`src/rtl/opensync_pkg.sv`:
```
// Shared OpenSync constants, FSM encodings and the delay-line entry type
// used by the transmit PIT stamping path.
package opensync_pkg;

    localparam logic [15:0] OPENSYNC_ETH_TYPE = 16'hFF01;
    localparam logic [7:0]  OPENSYNC_SUBTYPE  = 8'h06;
    localparam logic [7:0]  OPENSYNC_MSG_TYPE = 8'h03;
    localparam int          TX_PIT_OFFSET     = 24;
    localparam int          RX_PIT_OFFSET     = 32;
    localparam int          DELAY_STAGES      = 16;
    localparam logic [5:0]  BYTE_CNT_MAX      = 6'd63;

    typedef enum logic [1:0] {
        IDLE_S         = 2'd0,
        STAMP_S        = 2'd1,
        TRANSMIT_PKT_S = 2'd2
    } opensync_state_t;

    typedef struct packed {
        logic       valid;
        logic [7:0] data;
    } dl_entry_t;

    // Big-endian byte of a 64-bit timestamp; offset 0 is the MSB.
    function automatic logic [7:0] pit_byte(input logic [63:0] t, input logic [5:0] offset);
        logic [7:0] b;
        case (offset)
            6'd0:    b = t[63:56];
            6'd1:    b = t[55:48];
            6'd2:    b = t[47:40];
            6'd3:    b = t[39:32];
            6'd4:    b = t[31:24];
            6'd5:    b = t[23:16];
            6'd6:    b = t[15:8];
            6'd7:    b = t[7:0];
            default: b = 8'h00;
        endcase
        return b;
    endfunction

endpackage

```
`src/rtl/opensync_crc32_d8.sv`:
```
// Byte-wide reflected CRC-32 (poly 0xEDB88320) next-state function.
// No init or final XOR here; the caller owns both.
module opensync_crc32_d8 (
    input  logic [31:0] crc_in,
    input  logic [7:0]  data_in,
    output logic [31:0] crc_out
);

    function automatic logic [31:0] crc32_step(input logic [31:0] c, input logic [7:0] d);
        logic [31:0] r;
        r = c ^ {24'h000000, d};
        for (int i = 0; i < 8; i++) begin
            if (r[0]) begin
                r = (r >> 1) ^ 32'hEDB88320;
            end else begin
                r = r >> 1;
            end
        end
        return r;
    endfunction

    // Pure combinational update.
    always_comb begin
        crc_out = crc32_step(crc_in, data_in);
    end

endmodule

```
`src/rtl/opensync_transmit_pit_record.sv`:
```
// Transmit-side PIT stamping: delays frames 16 cycles and writes the latched
// transmit time into bytes 24..31 of OpenSync frames. OPENSYNC_TX_CRC_REGEN_EN regenerates the FCS.
module opensync_transmit_pit_record
    import opensync_pkg::*;
#(
    parameter logic [63:0] TX_TIME_ADJ = 64'd0
) (
    input  logic        i_clk,
    input  logic        i_rst_n,
    input  logic [63:0] iv_local_time,
    input  logic [7:0]  iv_data,
    input  logic        i_data_wr,
    output logic [7:0]  ov_data,
    output logic        o_data_wr
);

    // The registered output is the final stage, so the line holds one fewer entry.
    localparam int         HEAD_IDX  = DELAY_STAGES - 2;
    localparam logic [5:0] PIT_FIRST = 6'(TX_PIT_OFFSET);
    localparam logic [5:0] PIT_LAST  = 6'(TX_PIT_OFFSET + 7);

    logic            armed_r;
    logic            in_valid_s;
    logic            first_byte_s;
    logic [5:0]      in_cnt_r;
    logic [63:0]     in_time_r;
    logic [63:0]     stamp_time_r;
    dl_entry_t       dl_r [0:HEAD_IDX];
    dl_entry_t       head_s;
    logic            line_full_s;
    logic            is_opensync_s;
    opensync_state_t state_r;
    opensync_state_t next_state_s;
    logic [5:0]      out_idx_r;
    logic [5:0]      next_idx_s;
    logic            frame_start_s;
    logic [7:0]      fsm_data_s;
    logic [7:0]      out_data_s;
    logic            out_wr_s;
    logic [7:0]      ov_data_r;
    logic            o_data_wr_r;

    // After reset, ignore the frame in flight until a low i_data_wr is seen.
    always_ff @(posedge i_clk or negedge i_rst_n) begin
        if (!i_rst_n) begin
            armed_r <= 1'b0;
        end else if (!i_data_wr) begin
            armed_r <= 1'b1;
        end else begin
            armed_r <= armed_r;
        end
    end

    // Input qualification and frame-start detection.
    always_comb begin
        in_valid_s   = i_data_wr & armed_r;
        first_byte_s = in_valid_s && (in_cnt_r == 6'd0);
    end

    // Saturating input byte counter and transmit-time latch.
    always_ff @(posedge i_clk or negedge i_rst_n) begin
        if (!i_rst_n) begin
            in_cnt_r  <= 6'd0;
            in_time_r <= 64'd0;
        end else begin
            if (!in_valid_s) begin
                in_cnt_r <= 6'd0;
            end else if (in_cnt_r != BYTE_CNT_MAX) begin
                in_cnt_r <= in_cnt_r + 6'd1;
            end else begin
                in_cnt_r <= in_cnt_r;
            end
            if (first_byte_s) begin
                in_time_r <= iv_local_time + TX_TIME_ADJ;
            end else begin
                in_time_r <= in_time_r;
            end
        end
    end

    // Delay line shift; invalid entries carry zero data.
    always_ff @(posedge i_clk or negedge i_rst_n) begin
        if (!i_rst_n) begin
            for (int i = 0; i <= HEAD_IDX; i++) begin
                dl_r[i] <= '0;
            end
        end else begin
            dl_r[0].valid <= in_valid_s;
            dl_r[0].data  <= in_valid_s ? iv_data : 8'h00;
            for (int i = 1; i <= HEAD_IDX; i++) begin
                dl_r[i] <= dl_r[i-1];
            end
        end
    end

    // Classification with byte 0 at the head: bytes 12..14 sit in the line, byte 15 at the input.
    always_comb begin
        head_s      = dl_r[HEAD_IDX];
        line_full_s = in_valid_s;
        for (int i = 0; i <= HEAD_IDX; i++) begin
            line_full_s = line_full_s & dl_r[i].valid;
        end
        is_opensync_s = line_full_s
                     && ({dl_r[HEAD_IDX-12].data, dl_r[HEAD_IDX-13].data} == OPENSYNC_ETH_TYPE)
                     && (dl_r[HEAD_IDX-14].data == OPENSYNC_SUBTYPE)
                     && (iv_data == OPENSYNC_MSG_TYPE);
        frame_start_s = (state_r == IDLE_S) && head_s.valid;
    end

    // Output FSM next-state and byte selection.
    always_comb begin
        next_state_s = state_r;
        next_idx_s   = out_idx_r;
        fsm_data_s   = 8'h00;
        out_wr_s     = 1'b0;
        case (state_r)
            IDLE_S: begin
                if (head_s.valid) begin
                    out_wr_s     = 1'b1;
                    fsm_data_s   = head_s.data;
                    next_idx_s   = 6'd1;
                    next_state_s = is_opensync_s ? STAMP_S : TRANSMIT_PKT_S;
                end else begin
                    next_idx_s   = 6'd0;
                    next_state_s = IDLE_S;
                end
            end
            STAMP_S: begin
                if (head_s.valid) begin
                    out_wr_s   = 1'b1;
                    next_idx_s = out_idx_r + 6'd1;
                    if (out_idx_r >= PIT_FIRST) begin
                        fsm_data_s = pit_byte(stamp_time_r, out_idx_r - PIT_FIRST);
                    end else begin
                        fsm_data_s = head_s.data;
                    end
                    if (out_idx_r == PIT_LAST) begin
                        next_state_s = TRANSMIT_PKT_S;
                    end else begin
                        next_state_s = STAMP_S;
                    end
                end else begin
                    next_idx_s   = 6'd0;
                    next_state_s = IDLE_S;
                end
            end
            TRANSMIT_PKT_S: begin
                if (head_s.valid) begin
                    out_wr_s     = 1'b1;
                    fsm_data_s   = head_s.data;
                    next_state_s = TRANSMIT_PKT_S;
                end else begin
                    next_idx_s   = 6'd0;
                    next_state_s = IDLE_S;
                end
            end
            default: begin
                next_idx_s   = 6'd0;
                next_state_s = IDLE_S;
            end
        endcase
    end

    // FSM state, output byte index and per-frame stamp time.
    always_ff @(posedge i_clk or negedge i_rst_n) begin
        if (!i_rst_n) begin
            state_r      <= IDLE_S;
            out_idx_r    <= 6'd0;
            stamp_time_r <= 64'd0;
        end else begin
            state_r   <= next_state_s;
            out_idx_r <= next_idx_s;
            if (frame_start_s) begin
                stamp_time_r <= in_time_r;
            end else begin
                stamp_time_r <= stamp_time_r;
            end
        end
    end

`ifdef OPENSYNC_TX_CRC_REGEN_EN
    logic [31:0] crc_r;
    logic [31:0] crc_seed_s;
    logic [31:0] crc_next_s;
    logic        long_r;
    logic        fcs_s;

    // Last four bytes: the entry four stages younger than the head is empty.
    always_comb begin
        fcs_s      = head_s.valid && !dl_r[HEAD_IDX-4].valid && long_r && (state_r != IDLE_S);
        crc_seed_s = frame_start_s ? 32'hFFFFFFFF : crc_r;
        out_data_s = fcs_s ? ~crc_r[7:0] : fsm_data_s;
    end

    opensync_crc32_d8 u_crc (
        .crc_in  (crc_seed_s),
        .data_in (fsm_data_s),
        .crc_out (crc_next_s)
    );

    // CRC accumulates stamped bytes, then shifts out LSB-first over the FCS.
    always_ff @(posedge i_clk or negedge i_rst_n) begin
        if (!i_rst_n) begin
            crc_r  <= 32'hFFFFFFFF;
            long_r <= 1'b0;
        end else if (frame_start_s) begin
            crc_r  <= crc_next_s;
            long_r <= dl_r[HEAD_IDX-4].valid;
        end else if (fcs_s) begin
            crc_r  <= {8'hFF, crc_r[31:8]};
            long_r <= long_r;
        end else if (head_s.valid) begin
            crc_r  <= crc_next_s;
            long_r <= long_r;
        end else begin
            crc_r  <= crc_r;
            long_r <= long_r;
        end
    end
`else
    // FCS passes through untouched.
    always_comb begin
        out_data_s = fsm_data_s;
    end
`endif

    // Registered outputs.
    always_ff @(posedge i_clk or negedge i_rst_n) begin
        if (!i_rst_n) begin
            ov_data_r   <= 8'h00;
            o_data_wr_r <= 1'b0;
        end else begin
            ov_data_r   <= out_wr_s ? out_data_s : 8'h00;
            o_data_wr_r <= out_wr_s;
        end
    end

    assign ov_data   = ov_data_r;
    assign o_data_wr = o_data_wr_r;

endmodule

```
`config.mk`:
```
export PLATFORM = sky130hd
export DESIGN_NAME = opensync_transmit_pit_record
export DESIGN_NICKNAME = d
export VERILOG_FILES = /design/src/rtl/opensync_pkg.sv /design/src/rtl/opensync_crc32_d8.sv /design/src/rtl/opensync_transmit_pit_record.sv
export SDC_FILE = /design/constraint.sdc
export NUM_CORES = 1
export LEC_CHECK = 0
export ABC_AREA = 0
export BUFFER_PORTS_ARGS = -buffer_cell sky130_fd_sc_hd__buf_2
export CORE_ASPECT_RATIO = 1.75
export CORE_MARGIN = 2
export CORE_UTILIZATION = 53
export CTS_CLUSTER_SIZE = 30
export DETAILED_ROUTE_END_ITERATION = 8
export PLACE_DENSITY = 0.75
export SETUP_SLACK_MARGIN = 0.2
export SKIP_LAST_GASP = 1
export SLEW_MARGIN = 5
export SYNTH_ARGS = -nofsm -noshare
export SYNTH_HDL_FRONTEND = slang
export SYNTH_HIERARCHICAL = 1
export SYNTH_SLANG_ARGS = --single-unit
export TNS_END_PERCENT = 30
```
`constraint.sdc`:
```
create_clock -name i_clk -period 1.75 [get_ports i_clk]
set_input_delay 0.35 -clock i_clk [delete_from_list [all_inputs] [get_ports i_clk]]
set_output_delay 0.35 -clock i_clk [all_outputs]
set_load 0.005 [all_outputs]
```
Word level (Yosys, flattened, before mapping)
Cells that the tools add are included.
{"block": "totals", "regBits": 287, "input_bits": 75, "output_inout_bits": 9, "elab_cells": 105}
{"block": "classes", "addsub": 3, "magnitude_cmp": 1, "eq_ne": 16, "mux": 21, "n_bitwise": 16, "reduce_logical": 10}
{"op": "$pmux W8 S8", "count": 1}
{"op": "$mux W8", "count": 5}
{"op": "$eq A6 B3 Y1 const B", "count": 4}
{"op": "$mux W6", "count": 4}
{"op": "$pmux W6 S3", "count": 1}
{"op": "$and A1 B1 Y1", "count": 16}
{"op": "$eq A16 B16 Y1 const B", "count": 1}
{"op": "$pmux W8 S2", "count": 1}
{"op": "$add A6 B1 Y6 const B", "count": 2}
{"op": "$eq A6 B2 Y1 const B", "count": 2}
{"op": "$logic_not A6 Y1", "count": 2}
{"op": "$mux W2", "count": 5}
{"op": "$eq A8 B2 Y1 const B", "count": 1}
{"op": "$eq A8 B3 Y1 const B", "count": 1}
{"op": "$eq A6 B1 Y1 const B", "count": 1}
{"op": "$eq A6 B5 Y1 const B", "count": 1}
{"op": "$ge A6 B5 Y1 const B", "count": 1}
{"op": "$ne A6 B6 Y1 const B", "count": 1}
{"op": "$pmux W2 S3", "count": 1}
{"op": "$sub A6 B5 Y6 const B", "count": 1}
{"op": "$logic_and A1 B1 Y1", "count": 5}
{"op": "$mux W1", "count": 3}
{"op": "$reduce_or A3 Y1", "count": 1}
{"op": "$eq A2 B1 Y1 const B", "count": 1}
{"op": "5 further kinds", "count": 5}

Logic depth before layout (Yosys ltp)
{"block": "logic_depth", "depth_word": 22, "ltp_mapped": 8, "ltp_nobuf": 6}

Least setup slack after synthesis
OpenSTA, ideal clock, no wires.
{"block": "synth_path", "kind": "register to register", "start": "register out_idx_r[0]", "end": "register ov_data_r[6] (netlist: ov_data[6])", "setup_time_ns": 0.126, "arrival_ns": 1.786, "required_ns": 1.624, "slack_ns": -0.162, "stages_incl_launch_ff": 9, "path_buffers": 2, "synth_period_minus_slack_ns": 1.912, "cell_sequence": "dfrtp_1 > inv_1 > ha_1 > clkbuf_1 > clkbuf_1 > a22o_1 > a221oi_1 > o22ai_1 > a221o_1"}
{"block": "synth_between", "elab_chain_len": 7, "elab_cells_between_ends": 15, "classes_between": "add/sub: 1; order compare: 1; eq/ne: 7; mux: 5; reduce/logical: 1"}
{"item": "start, declared", "line": "opensync_transmit_pit_record.sv:34", "text": "logic [5:0] out_idx_r;"}
{"item": "start signal, assigned", "line": "opensync_transmit_pit_record.sv:172", "text": "out_idx_r <= next_idx_s;"}
{"item": "$sub A6 B5 Y6", "line": "opensync_transmit_pit_record.sv:133", "text": "fsm_data_s = pit_byte(stamp_time_r, out_idx_r - PIT_FIRST);"}
{"item": "$eq A6 B3 Y1, or another cell as far along", "line": "opensync_pkg.sv:27", "text": "case (offset)"}
{"item": "$pmux W8 S8", "line": "opensync_pkg.sv:27"}
{"item": "$mux W8 *", "line": "opensync_transmit_pit_record.sv:132", "text": "if (out_idx_r >= PIT_FIRST) begin"}
{"item": "$mux W8 *", "line": "opensync_transmit_pit_record.sv:129", "text": "if (head_s.valid) begin"}
{"item": "$pmux W8 S2 *", "line": "opensync_transmit_pit_record.sv:116", "text": "case (state_r)"}
{"item": "$mux W8 *", "line": "opensync_transmit_pit_record.sv:233", "text": "ov_data_r <= out_wr_s ? out_data_s : 8'h00;"}
{"item": "end signal, assigned", "line": "opensync_transmit_pit_record.sv:233"}
{"item": "end, declared", "line": "opensync_transmit_pit_record.sv:40", "text": "logic [7:0] ov_data_r;"}
Mark *: on every way between the ends. The rest lies on a longest branch, timed or not.
A chain may end at the register's enable or synchronous reset.

Final worst setup path
{"block": "layout_path", "start": "register out_idx_r[1]", "end": "register ov_data_r[6] (netlist: ov_data[6])"}
Same word-level chain as after synthesis.

==> metrics.md <==
| Metric | Value |
|---|---|
| Clock root cell | clkbuf_16 |
| Post-synth EDFFs | 0 |
| Clock power share | 0.345 |
| GRT busiest layer | met2 |
| Area growth, synth to finish | 24.4% |
| Grt ovf | 0 |
| Sw Ratio | 0.247 |
| Post-Syn Nets | a little under 700 |
| Setup-failing EPs final | 66 |
| Footprint of the multi-input gates | 2900 sq um |
| GPL Wtd Cong | 0.855 |
| Critical path origin | out_idx_r[1]$_DFFE_PN0N_ |
| Synth unique cells | 53 |
| Max-Cap Viols | 0 |
| CP arrival | between 2000 and 2500 ps |
| Worst path cell trace | buf_4, ha_4, a22o_1, a221oi_4, o22ai_1, a221o_1 |
| Number of global-route vias before repair | 6215 |
| Dpl hpwl | about 14000 um |
| Pre-CTS WS | -121 ps |
| Worst hold path class | input pin to register |
| Commonest cells after routing, fill and taps aside | dfrtp_1 (286), mux2_2 (92), buf_2 (82) |
| Status | complete, but fails checks |
| Die ar. | about 20000 sq um |
| Worst clock skew | 10.6 ps |
| DR iter-0 viols | 334 |
| R2R cell count | 6 |
| Sw Pwr | 3.96 mW |
| Fmax | 543 MHz |
| Fin area | 12400 sq um |
| PortBufs | a little over 80 |
| N_diodes | 0 |
| Pleak | between 5 and 6 nW |
| Met2 Use GR | 0.403 |
| DRC Markers | 0 |
| Comb pwr share | 0.121 |
| Post-detailed-route count of antenna-violating nets | 0 |
| First-pass GRT wire length | 32600 um |
| HP Start | iv_local_time[13] |
| Synthesized flop and latch total | 287 |
| Filler cells | 1220 |
| Placed Area | 11000 sq um |
| Final setup TNS | -1860 ps |
| Crit path launch type | register |
| Clk buf depth | 3 |
| Commonest non-fill, non-tap cell in the layout | dfrtp_1 |
| Die W | 107 um |
| Internal | ~12 mW |
| Floorplan core area | approximately 18000 sq um |
| Worst path slowest cell | dfrtp_1 |
| CP required | 2150 ps |
| Flop pwr share | 0.533 |
| Final setup margin | -91.4 ps |
| RSZ-0062 raised after global routing | true |
| Ports | 84 |
| Chip height | ~190 um |
| Fin crit period | ~1800 ps |
| Final slew viol count | 0 |
| Ys flop type | dfrtp_1 |
| Largest net degree at the start of global routing | 58 |
| Tcrit/Tclk final | 1.05 |
| Initial core utilization | 0.537 |
| GR Util met1 | 0.235 |
| Total iterations of the first detailed-routing run | 7 |
| Max-slew headroom | 0.679 |
| Via count | 5610 |
| Nets | 819 |
| Initial antenna violation count | 0 |
| Worst-margin pin slew | slightly below 500 ps |
| Buf/Inv on CP | 1 |
| Mapped Area | 9930 sq um |
| RR Startpoint | out_idx_r[1]$_DFFE_PN0N_ |
| Clock Latency Late Sink | 520 ps |
| Drt total wl | 22000 um |
| TritonCTS clock tree | done |
| VDD IR-drop max | between 900 and 1000 uV |
| Hold depth | 2 |
| Mean Syn Cell Area | 16.6 sq um |
| Share of cells above drive strength 1 | 0.437 |
| Avg WL per Cell | between 20 and 25 um |
| Clock buffer count from CTS | 25 |
| Number of core rows | 66 |
| Post-synthesis sequential area ratio | 0.723 |
| Worst Path Max Fanout | 11 |
| DR vias/cell | 5.66 |
| Levels on crit path | 6 |
| PD cells | about 1300 nW/um^2 |
| Post-Synthesis Cells | 597 |
| Violated checks | setup timing |
| Critical path capture point type | register |
| CP delay by family, top | compound AO/OA/AOI/OAI gates |
| Ys async rst share | 1.00 |
| Final hold vios | 0 |
| Register Area | a little over 7000 sq um |
| Crit Path Class | register to register |
| Met3 GRT Util | 0.0225 |
| # clock sinks | approximately 290 |
| Overall routing resource usage | 0.215 |
| Critical Path Max Stage Delay | 410 ps |
| H-tree depth | 1 |
| Clk pin slew, worst setup/hold paths | 70 ps |
| Syn. warnings | 6 |
[registers in the layout, summed over array words and instances, names as in the netlist]
register and count:
dl_r 135, ov_data 8, armed_r 1, out_idx_r 6, o_data_wr 1, in_time_r 64, in_cnt_r 6, stamp_time_r 64
state_r 2
[cell usage after synthesis, types with 4 or more instances]
master    instances  area [sq um]
nand2_1           4          15.0
mux2_2          123          1390
mux2_1            5          56.3
ha_1              7          87.6
nand4_1           4          25.0
inv_1             6          22.5
a221o_1           8          80.1
dfrtp_1         287          7180
a221oi_1          8          70.1
buf_2             6          30.0
a21oi_1           4          20.0
a31oi_1           5          31.3
and2_1           10          62.6
and3_1           10          62.6
nor2_1            7          26.3
nor3_1            4          20.0
nor2b_1           5          31.3
a22o_1            8          70.1
nand2b_1          5          31.3
clkbuf_1         11          41.3
buf_6             6          67.6
nand3_1           6          30.0
a222oi_1          8          80.1
o22ai_1           8          50.1
[power groups by stage]
stage	logic [mW]	registers, mW	clock network, mW
after detailed placement	1.60	8.58	0
after global routing	2.10	8.63	5.91
after floorplan	1.11	8.13	0
after CTS	1.69	8.51	5.62
final	1.95	8.56	5.55
after global placement	1.50	8.56	0
[area by class of cell]
| type | instances | area share |
|---|---|---|
| clock buffer | 36 | 0.0596 |
| timing repair buffer | 138 | 0.0909 |
| multi-input combinational | 279 | 0.235 |
| tap | 238 | 0.0241 |
| clock inverter | 7 | 0.00709 |
| sequential | 287 | 0.581 |
| inverter | 6 | 0.00182 |
[routing by layer]
metal,up-vias,part of all wire
met2,170,0.57
met1,2932,0.34
met5,-,0
li1,2438,-
met3,70,0.033
met4,0,0.052
[stage by stage]
stage	total power [mW]	std cells	hold slack, ps	utilization
after floorplan	9.24	597	54.4	-
after global placement	10.1	931	273	0.593
after global routing	16.6	991	44.6	0.668
after CTS	15.8	982	42.7	0.647
after detailed placement	10.2	931	282	0.593
final	16.1	991	45.7	0.668
[logic make-up (layout without fill, tap and decap cells)]
kind of cell,after synthesis,in the layout,share of synthesized area
simple gates,77,77,0.0508
fa+ha+maj,7,7,0.00882
flops,287,287,0.723
buf+inv,31,187,0.0171
xor+xnor,3,3,0.00265
compound gates,62,62,0.0502
mux,130,130,0.147
[worst paths after layout]
| path | end | slack [ps] |
|---|---|---|
| max | ov_data[6]$_DFF_PN0_ | -90 |
| min | in_time_r[13]$_DFFE_PN0P_ | 50 |
| max reg2reg | ov_data[6]$_DFF_PN0_ | -90 |
| min reg2reg | dl_r[4]$_DFF_PN0_ | 340 |
| max in group asynchronous | in_time_r[14]$_DFFE_PN0P_ | 790 |
| min in group asynchronous | dl_r[70]$_DFF_PN0_ | 330 |
[repair_timing]
| item | 4_1_cts | 5_1_grt |
|---|---|---|
| pin swaps | 11 | 11 |
| hold buffers | 1 | 0 |
| resized for setup | 18 | 52 |
| cloned | 0 | 6 |
| hold endpoints to repair | 42 | 0 |
| endpoints found under the setup margin | 114 | 139 |
| buffers inserted | 7 | 3 |
No activity file was read; power rests on OpenSTA's default activity.
